===== src/rtl/data_arb_pkg.sv =====
// Shared types and constants for the data memory arbiter.
// Used by data_mem_arbiter and rr_arbiter2.
package data_arb_pkg;

  typedef enum logic [1:0] {
    IDLE    = 2'd0,
    ISSUE   = 2'd1,
    CAPTURE = 2'd2
  } arb_state_e;

  localparam int REQ_CPU = 0;
  localparam int REQ_AUX = 1;

  // One-hot grant vector for a requester index.
  function automatic logic [1:0] req_onehot(input logic idx);
    req_onehot = idx ? 2'b10 : 2'b01;
  endfunction

endpackage


===== src/rtl/rr_arbiter2.sv =====
// Two-way grant selection for the data memory arbiter; owns last_grant.
// DATA_ARB_FIXED_PRIORITY_EN selects fixed priority (requester 0 always wins).
module rr_arbiter2
  import data_arb_pkg::*;
(
  input  logic       clk,
  input  logic       reset_n,
  input  logic [1:0] req_valid,
  input  logic       advance,
  output logic [1:0] grant
);

`ifdef DATA_ARB_FIXED_PRIORITY_EN
  // Requester 0 wins every contention; requester 1 may starve.
  always_comb begin
    grant = 2'b00;
    if (req_valid[REQ_CPU]) begin
      grant = req_onehot(1'b0);
    end else if (req_valid[REQ_AUX]) begin
      grant = req_onehot(1'b1);
    end else begin
      grant = 2'b00;
    end
  end
`else
  logic last_grant_r;

  // On contention the requester not granted last time wins.
  always_comb begin
    grant = 2'b00;
    if (req_valid == 2'b11) begin
      grant = req_onehot(~last_grant_r);
    end else begin
      grant = req_valid;
    end
  end

  // Remember who won the most recent accepted request.
  always_ff @(posedge clk or negedge reset_n) begin
    if (!reset_n) begin
      last_grant_r <= 1'b1;
    end else if (advance) begin
      last_grant_r <= grant[REQ_AUX];
    end else begin
      last_grant_r <= last_grant_r;
    end
  end
`endif

endmodule


===== src/rtl/data_mem_arbiter.sv =====
// Shares the synchronous-read data memory between the CPU and an auxiliary master.
// Arbitration policy is set in rr_arbiter2 (DATA_ARB_FIXED_PRIORITY_EN for fixed priority).
module data_mem_arbiter
  import data_arb_pkg::*;
#(
  parameter int WIDTH_DATA = 16,
  parameter int DAWIDTH    = 10
) (
  input  logic                  clk,
  input  logic                  reset_n,
  input  logic                  req0_valid,
  input  logic                  req0_we,
  input  logic [DAWIDTH-1:0]    req0_addr,
  input  logic [WIDTH_DATA-1:0] req0_wdata,
  output logic                  req0_ready,
  output logic                  rsp0_valid,
  output logic [WIDTH_DATA-1:0] rsp0_rdata,
  input  logic                  req1_valid,
  input  logic                  req1_we,
  input  logic [DAWIDTH-1:0]    req1_addr,
  input  logic [WIDTH_DATA-1:0] req1_wdata,
  output logic                  req1_ready,
  output logic                  rsp1_valid,
  output logic [WIDTH_DATA-1:0] rsp1_rdata,
  output logic                  mem_en,
  output logic                  mem_we,
  output logic [DAWIDTH-1:0]    mem_addr,
  output logic [WIDTH_DATA-1:0] mem_wdata,
  input  logic [WIDTH_DATA-1:0] mem_rdata
);

  arb_state_e            state_r;
  logic                  owner_r;
  logic [1:0]            grant_s;
  logic [1:0]            ready_s;
  logic                  accept_s;
  logic                  sel_we_s;
  logic [DAWIDTH-1:0]    sel_addr_s;
  logic [WIDTH_DATA-1:0] sel_wdata_s;
  logic [1:0]            rsp_valid_r;
  logic [WIDTH_DATA-1:0] rsp_rdata_r [2];
  logic                  mem_en_r;
  logic                  mem_we_r;
  logic [DAWIDTH-1:0]    mem_addr_r;
  logic [WIDTH_DATA-1:0] mem_wdata_r;

  rr_arbiter2 u_arb (
    .clk       (clk),
    .reset_n   (reset_n),
    .req_valid ({req1_valid, req0_valid}),
    .advance   (accept_s),
    .grant     (grant_s)
  );

  // Grants are honoured only in IDLE; ready also drops at once under reset.
  always_comb begin
    ready_s     = 2'b00;
    sel_we_s    = 1'b0;
    sel_addr_s  = '0;
    sel_wdata_s = '0;
    if (reset_n && (state_r == IDLE)) begin
      ready_s = grant_s;
    end else begin
      ready_s = 2'b00;
    end
    if (grant_s[REQ_AUX]) begin
      sel_we_s    = req1_we;
      sel_addr_s  = req1_addr;
      sel_wdata_s = req1_wdata;
    end else begin
      sel_we_s    = req0_we;
      sel_addr_s  = req0_addr;
      sel_wdata_s = req0_wdata;
    end
  end

  assign accept_s = |ready_s;

  // Access sequencer: the memory bus registers double as the latched request.
  always_ff @(posedge clk or negedge reset_n) begin
    if (!reset_n) begin
      state_r        <= IDLE;
      owner_r        <= 1'b0;
      rsp_valid_r    <= 2'b00;
      rsp_rdata_r[0] <= '0;
      rsp_rdata_r[1] <= '0;
      mem_en_r       <= 1'b0;
      mem_we_r       <= 1'b0;
      mem_addr_r     <= '0;
      mem_wdata_r    <= '0;
    end else begin
      mem_en_r    <= 1'b0;
      rsp_valid_r <= 2'b00;
      case (state_r)
        IDLE: begin
          if (accept_s) begin
            owner_r     <= grant_s[REQ_AUX];
            mem_en_r    <= 1'b1;
            mem_we_r    <= sel_we_s;
            mem_addr_r  <= sel_addr_s;
            mem_wdata_r <= sel_wdata_s;
            state_r     <= ISSUE;
          end else begin
            state_r <= IDLE;
          end
        end
        ISSUE: begin
          if (mem_we_r) begin
            rsp_valid_r[owner_r] <= 1'b1;
            state_r              <= IDLE;
          end else begin
            state_r <= CAPTURE;
          end
        end
        CAPTURE: begin
          rsp_rdata_r[owner_r] <= mem_rdata;
          rsp_valid_r[owner_r] <= 1'b1;
          state_r              <= IDLE;
        end
        default: begin
          state_r <= IDLE;
        end
      endcase
    end
  end

  assign req0_ready = ready_s[REQ_CPU];
  assign req1_ready = ready_s[REQ_AUX];
  assign rsp0_valid = rsp_valid_r[REQ_CPU];
  assign rsp1_valid = rsp_valid_r[REQ_AUX];
  assign rsp0_rdata = rsp_rdata_r[REQ_CPU];
  assign rsp1_rdata = rsp_rdata_r[REQ_AUX];
  assign mem_en     = mem_en_r;
  assign mem_we     = mem_we_r;
  assign mem_addr   = mem_addr_r;
  assign mem_wdata  = mem_wdata_r;

endmodule


===== config.mk =====
export PLATFORM = sky130hd
export DESIGN_NAME = data_mem_arbiter
export DESIGN_NICKNAME = d
export VERILOG_FILES = /design/src/rtl/data_arb_pkg.sv /design/src/rtl/rr_arbiter2.sv /design/src/rtl/data_mem_arbiter.sv
export SDC_FILE = /design/constraint.sdc
export NUM_CORES = 1
export LEC_CHECK = 0
export BUFFER_PORTS_ARGS = -buffer_cell sky130_fd_sc_hd__clkbuf_2
export CORE_MARGIN = 2
export CORE_UTILIZATION = 49
export DETAILED_ROUTE_END_ITERATION = 8
export PLACE_DENSITY = 0.85
export SLEW_MARGIN = 5
export SYNTH_ARGS = -nofsm -noshare
export SYNTH_HDL_FRONTEND = slang
export SYNTH_SLANG_ARGS = --single-unit

===== constraint.sdc =====
create_clock -name clk -period 4.6 [get_ports clk]
set_clock_uncertainty 0.05 [all_clocks]
set_input_delay 0.23 -clock clk [delete_from_list [all_inputs] [get_ports clk]]
set_output_delay 0.23 -clock clk [all_outputs]
set_load 0.1 [all_outputs]

# After elaboration in Yosys (flattened, before gate mapping)
# Cells that the tools add are included.
# totals
ff_bits	66
# classes
n_mux	18
n_lt_le_gt_ge	4
eq_ne	3
n_reduce_logical	6
n_bitwise	1
# op_table
operator	count
32-bit bitwise mux	1
16-bit 2-to-1 mux	2
16-bit demux with 1-bit select	1
10-bit 2-to-1 mux	1
2-bit 2-to-1 mux	5
2-bit one-hot mux with 2 select lines	2
1-bit 2-to-1 mux	5
2-bit == test (second input constant)	2
1-bit logical AND	3
2-bit by 1-bit == test with 1-bit output (second input constant)	1
2-bit greater-or-equal comparator (second input constant)	1
2-bit logical NOT	1
1-bit by 2-bit < comparator with 1-bit output (second input constant)	1
2-bit by 1-bit < comparator with 1-bit output (second input constant)	1
1-bit inverter with 2-bit output	1
2-bit AND reduction	1
2-bit OR reduction	1
1-bit demux with 1-bit select	1
1-bit greater-or-equal comparator (second input constant)	1

# Logic depth before layout (Yosys ltp)
# depth
depth_word	6
ltp_mapped	7
depth_no_buf	5

# Hierarchy
# Synthesis repeated with hierarchy kept, for this count alone.
# hier_totals
cells_unflattened	183
area_unflattened_um2	2931.6
# modules_own_cells
module	n_inst	cells_each	area_each_um2
data_mem_arbiter	1	178	2867.8
rr_arbiter2	1	5	63.8

# Worst setup path after synthesis
# OpenSTA, ideal clock, no wires.
# synth_path
path_kind	register to register
from	register state_r[0]
to	register owner_r
setup_slack_ns	1.559
path_stages_with_launch	6
synth_period_minus_slack_ns	3.041
arrival_ns	2.770
path_buffers	0
cell_sequence	dfrtp_1 > inv_1 > ha_1 > nand3_1 > a21oi_1 > a21oi_1
# synth_between
elab_chain_len	5
# synth_rtl
item	line_no	rtl
start, declared	data_mem_arbiter.sv:32	arb_state_e state_r;
start signal, assigned	data_mem_arbiter.sv:82	state_r <= IDLE;
start signal, assigned	data_mem_arbiter.sv:102	state_r <= ISSUE;
start signal, assigned	data_mem_arbiter.sv:104	state_r <= IDLE;
2-bit logical NOT	data_mem_arbiter.sv:61	if (reset_n && (state_r == IDLE)) begin
1-bit logical AND	data_mem_arbiter.sv:61	
2-bit 2-to-1 mux	data_mem_arbiter.sv:61	
net req0_ready	data_mem_arbiter.sv:15	output logic req0_ready,
2-bit OR reduction	data_mem_arbiter.sv:77	assign accept_s = |ready_s;
2-bit AND reduction (no source line)	--	
end signal, assigned	data_mem_arbiter.sv:97	owner_r <= grant_s[REQ_AUX];
end, declared	data_mem_arbiter.sv:33	logic owner_r;
# The timed path passes the listed nets, and every way through them passes these cells.
# A chain may end at the register's enable or synchronous reset.

# Worst setup path after layout
# layout_path
from	register u_arb.last_grant_r
to	output port req1_ready
# layout_between
elab_chain_len	3
# layout_rtl
item	line_no	rtl
start, declared	rr_arbiter2.sv:26	logic last_grant_r;
start signal, assigned	rr_arbiter2.sv:43	last_grant_r <= grant[REQ_AUX];
start signal, assigned	rr_arbiter2.sv:45	last_grant_r <= last_grant_r;
2-bit 2-to-1 mux	data_arb_pkg.sv:16	req_onehot = idx ? 2'b10 : 2'b01;
2-bit 2-to-1 mux	rr_arbiter2.sv:31	if (req_valid == 2'b11) begin
2-bit 2-to-1 mux	data_mem_arbiter.sv:61	
end, declared	data_mem_arbiter.sv:22	output logic req1_ready,
# No other way between the ends.

==> run summary <==
### Critical path
• worst setup path startpoint: u_arb.last_grant_r
• Worst Path Class, Setup: flop to primary output
• Worst Path Max Fanout: 28
• FF-to-FF Start: state_r[0]
• arrival time of data at the critical path endpoint: 2.02 ns
• Worst setup SP type: flop
• Critical Path End Type: primary output
• required time reported for the critical path endpoint: 4.32 ns

### Floorplan
• die outline area: 6240 µm²
• horizontal extent of the die: 79.0 µm
• Top Ports: 138
• core area: 5470 µm²
• Die Y-Extent: 79.0 µm
• std cell rows: 27
• initial cell density of the core: 50.3%

### Detailed routing
• Initial DRC Count: 83
• drt drc: 0
• final routed wirelength across all metal layers: 6.21 mm
• number of nets with antenna violations after routing: 0
• vias after detailed routing: 2245
• detailed-router iteration count before antenna repair: 4
• Routed WL per cell: 13.6 µm
• detailed-route vias per instance: 4.92

### STA
• fin crit share: 49.9%
• RSZ-0062 raised after global routing: no
• Max Clock Freq: 436 MHz
• Total Neg Setup Slack: 0 ns
• final hold vios: 0
• final worst-path setup slack: 2.30 ns
• Max Slew Vio Count: 0
• slew at the pin closest to its max-slew limit: 0.844 ns
• worst-case headroom to the max-slew limit: 43.7%
• setup violators final: 0
• minimum clock period: 2.30 ns

### Clock network
• level count of the clock H-tree: 3
• later-pin clock latency in the skew report: 0.33 ns
• clock tree root buffer cell: sky130_fd_sc_hd__clkbuf_8
• clock buffer count from CTS: 9
• Clock Tree Buf Depth: 2
• post-CTS clock slew at the launch and capture registers of the worst setup and hold paths: 0.07 ns
• CTS Hold Bufs: 0
• buffer count from post-CTS setup fixing: 0
• post-cts resize count: 0
• TritonCTS clock tree: built
• sinks on the clock net: 65

### Synthesis
• Yosys warning total: 0
• fraction of the yosys area taken by sequential cells: 59.1%
• Post-Synthesis Cells: 242
• number of unique standard cell types used by synthesis: 21
• average footprint of a synthesized cell: 11.4 µm²
• post-synth net total: 319
• flip-flop and latch count after synthesis: 65
• synthesized cell area: 2760 µm²

### Placement
• number of I/O port buffers: 137
• Inst Count DP: 440
• Placer Congestion: 0.767
• placed instance area: 3420 µm²
• Setup Slack @ Placement: 2.38 ns
• DP HPWL: 4.55 mm

### Hold path
• worst hold path class: primary input to asynchronous set/reset pin

### Finish
• area overhead of the layout relative to synthesis: 30.9%
• antenna diode instance count: 0
• layout filler cell count: 437
• share of final-layout standard cells stronger than drive strength 1: 49.7%
• combined area of the multi-input logic cells: 983 µm²
• filler-free cell count of the finished design: 456
• final instance area: 3610 µm²
• net total in the final layout: 456
• combined flip-flop and latch cell area: 1630 µm²

### Status
• outcome: completed

### GRT
• total grt overflow: 0
• pin count of the biggest net entering global routing: 69
• antenna violations before repair: 0
• number of global-route vias before repair: 2164
• wire length of the first global-routing pass: 9.94 mm
• overall global routing resource usage: 20.8%

### Job
• Max Cap Violations: 0

-- worst max-delay path: stages, from the launching register on --
cell	delay, ns
sky130_fd_sc_hd__dfstp_2	0.40
sky130_fd_sc_hd__a21boi_4	0.58
sky130_fd_sc_hd__and3_1	0.24
sky130_fd_sc_hd__clkbuf_2	0.45
-- Yosys cell counts, drive strengths merged --
library cell / instances / share of area [%]
ha: 3 / 1.4
dfstp: 1 / 0.95
nor2b: 2 / 0.45
nor3b: 2 / 0.54
a31oi: 27 / 6.1
a21bo: 1 / 0.36
nor2: 27 / 3.7
o21ai: 1 / 0.18
dfrtp: 64 / 58
inv: 4 / 0.54
and3: 1 / 0.23
a21oi: 3 / 0.54
a21boi: 1 / 0.68
buf: 14 / 4.7
o211a: 1 / 0.36
mux2: 32 / 13
nand2: 56 / 7.7
nand3: 2 / 0.36
-- logic make-up after synthesis --
| logic type | share of synthesized area, % |
|---|---|
| mux | 13.1 |
| flops | 59.1 |
| fa+ha+maj | 1.36 |
| compound gates | 8.26 |
| buf+inv | 5.22 |
| simple gates | 13.0 |
-- flip-flops by register name (all words and copies together), names as in the netlist --
signal / flops
mem_addr: 10
mem_wdata: 16
mem_we: 1
owner_r: 1
rsp0_rdata: 16
rsp1_rdata: 16
rsp_valid_r: 2
state_r: 2
u_arb.last_grant_r: 1
-- cell type report --
class	count	area share [%]
inverter	4	0.416
timing repair buffer	140	19.6
clock inverter	5	0.833
sequential	65	45.1
multi-input combinational	159	27.3
clock buffer	11	4.20
tap	72	2.50
-- layer usage --
layer,global-route usage (%),wire length [µm],vias up
li1,-,-,1092
met4,9.31,89,0
met2,32.3,2750,118
met1,27.5,2800,1026
met3,5.45,559,9
met5,0,0,-
-- worst paths after layout --
| check | slack (ns) | to | cells past startpoint |
|---|---|---|---|
| worst min register to register | 0.46 | rsp1_rdata[0] | 1 |
| worst max register to register | 2.54 | mem_addr[2] | 6 |
| worst max-delay path | 2.30 | req1_ready | 3 |
| min in group clk | 0.07 | mem_wdata[15] | 3 |
| max in group asynchronous | 3.89 | mem_addr[8] | 2 |
| worst min-delay path | 0.04 | rsp1_rdata[4] | 2 |
-- cell usage in the layout, fill, tap and decap left out, types with 4 or more instances in the layout --
master / instances
sky130_fd_sc_hd__dfrtp_1: 64
sky130_fd_sc_hd__mux2_2: 32
sky130_fd_sc_hd__clkbuf_2: 136
sky130_fd_sc_hd__a31oi_1: 27
sky130_fd_sc_hd__nor2_1: 27
sky130_fd_sc_hd__clkbuf_8: 11
sky130_fd_sc_hd__inv_1: 4
sky130_fd_sc_hd__nand2_1: 55
-- per-stage QoR --
stage | hold slack [ns] | util [%]
floorplan | -0.116 | -
global placement | 0.417 | 62.6
detailed placement | 0.422 | 62.6
CTS | 0.0549 | 65.9
global route | 0.0632 | 65.9
finish | 0.0439 | 65.9
Power is not shown: default switching activity piles up to over one toggle a cycle in this logic, so the estimate is an artifact.
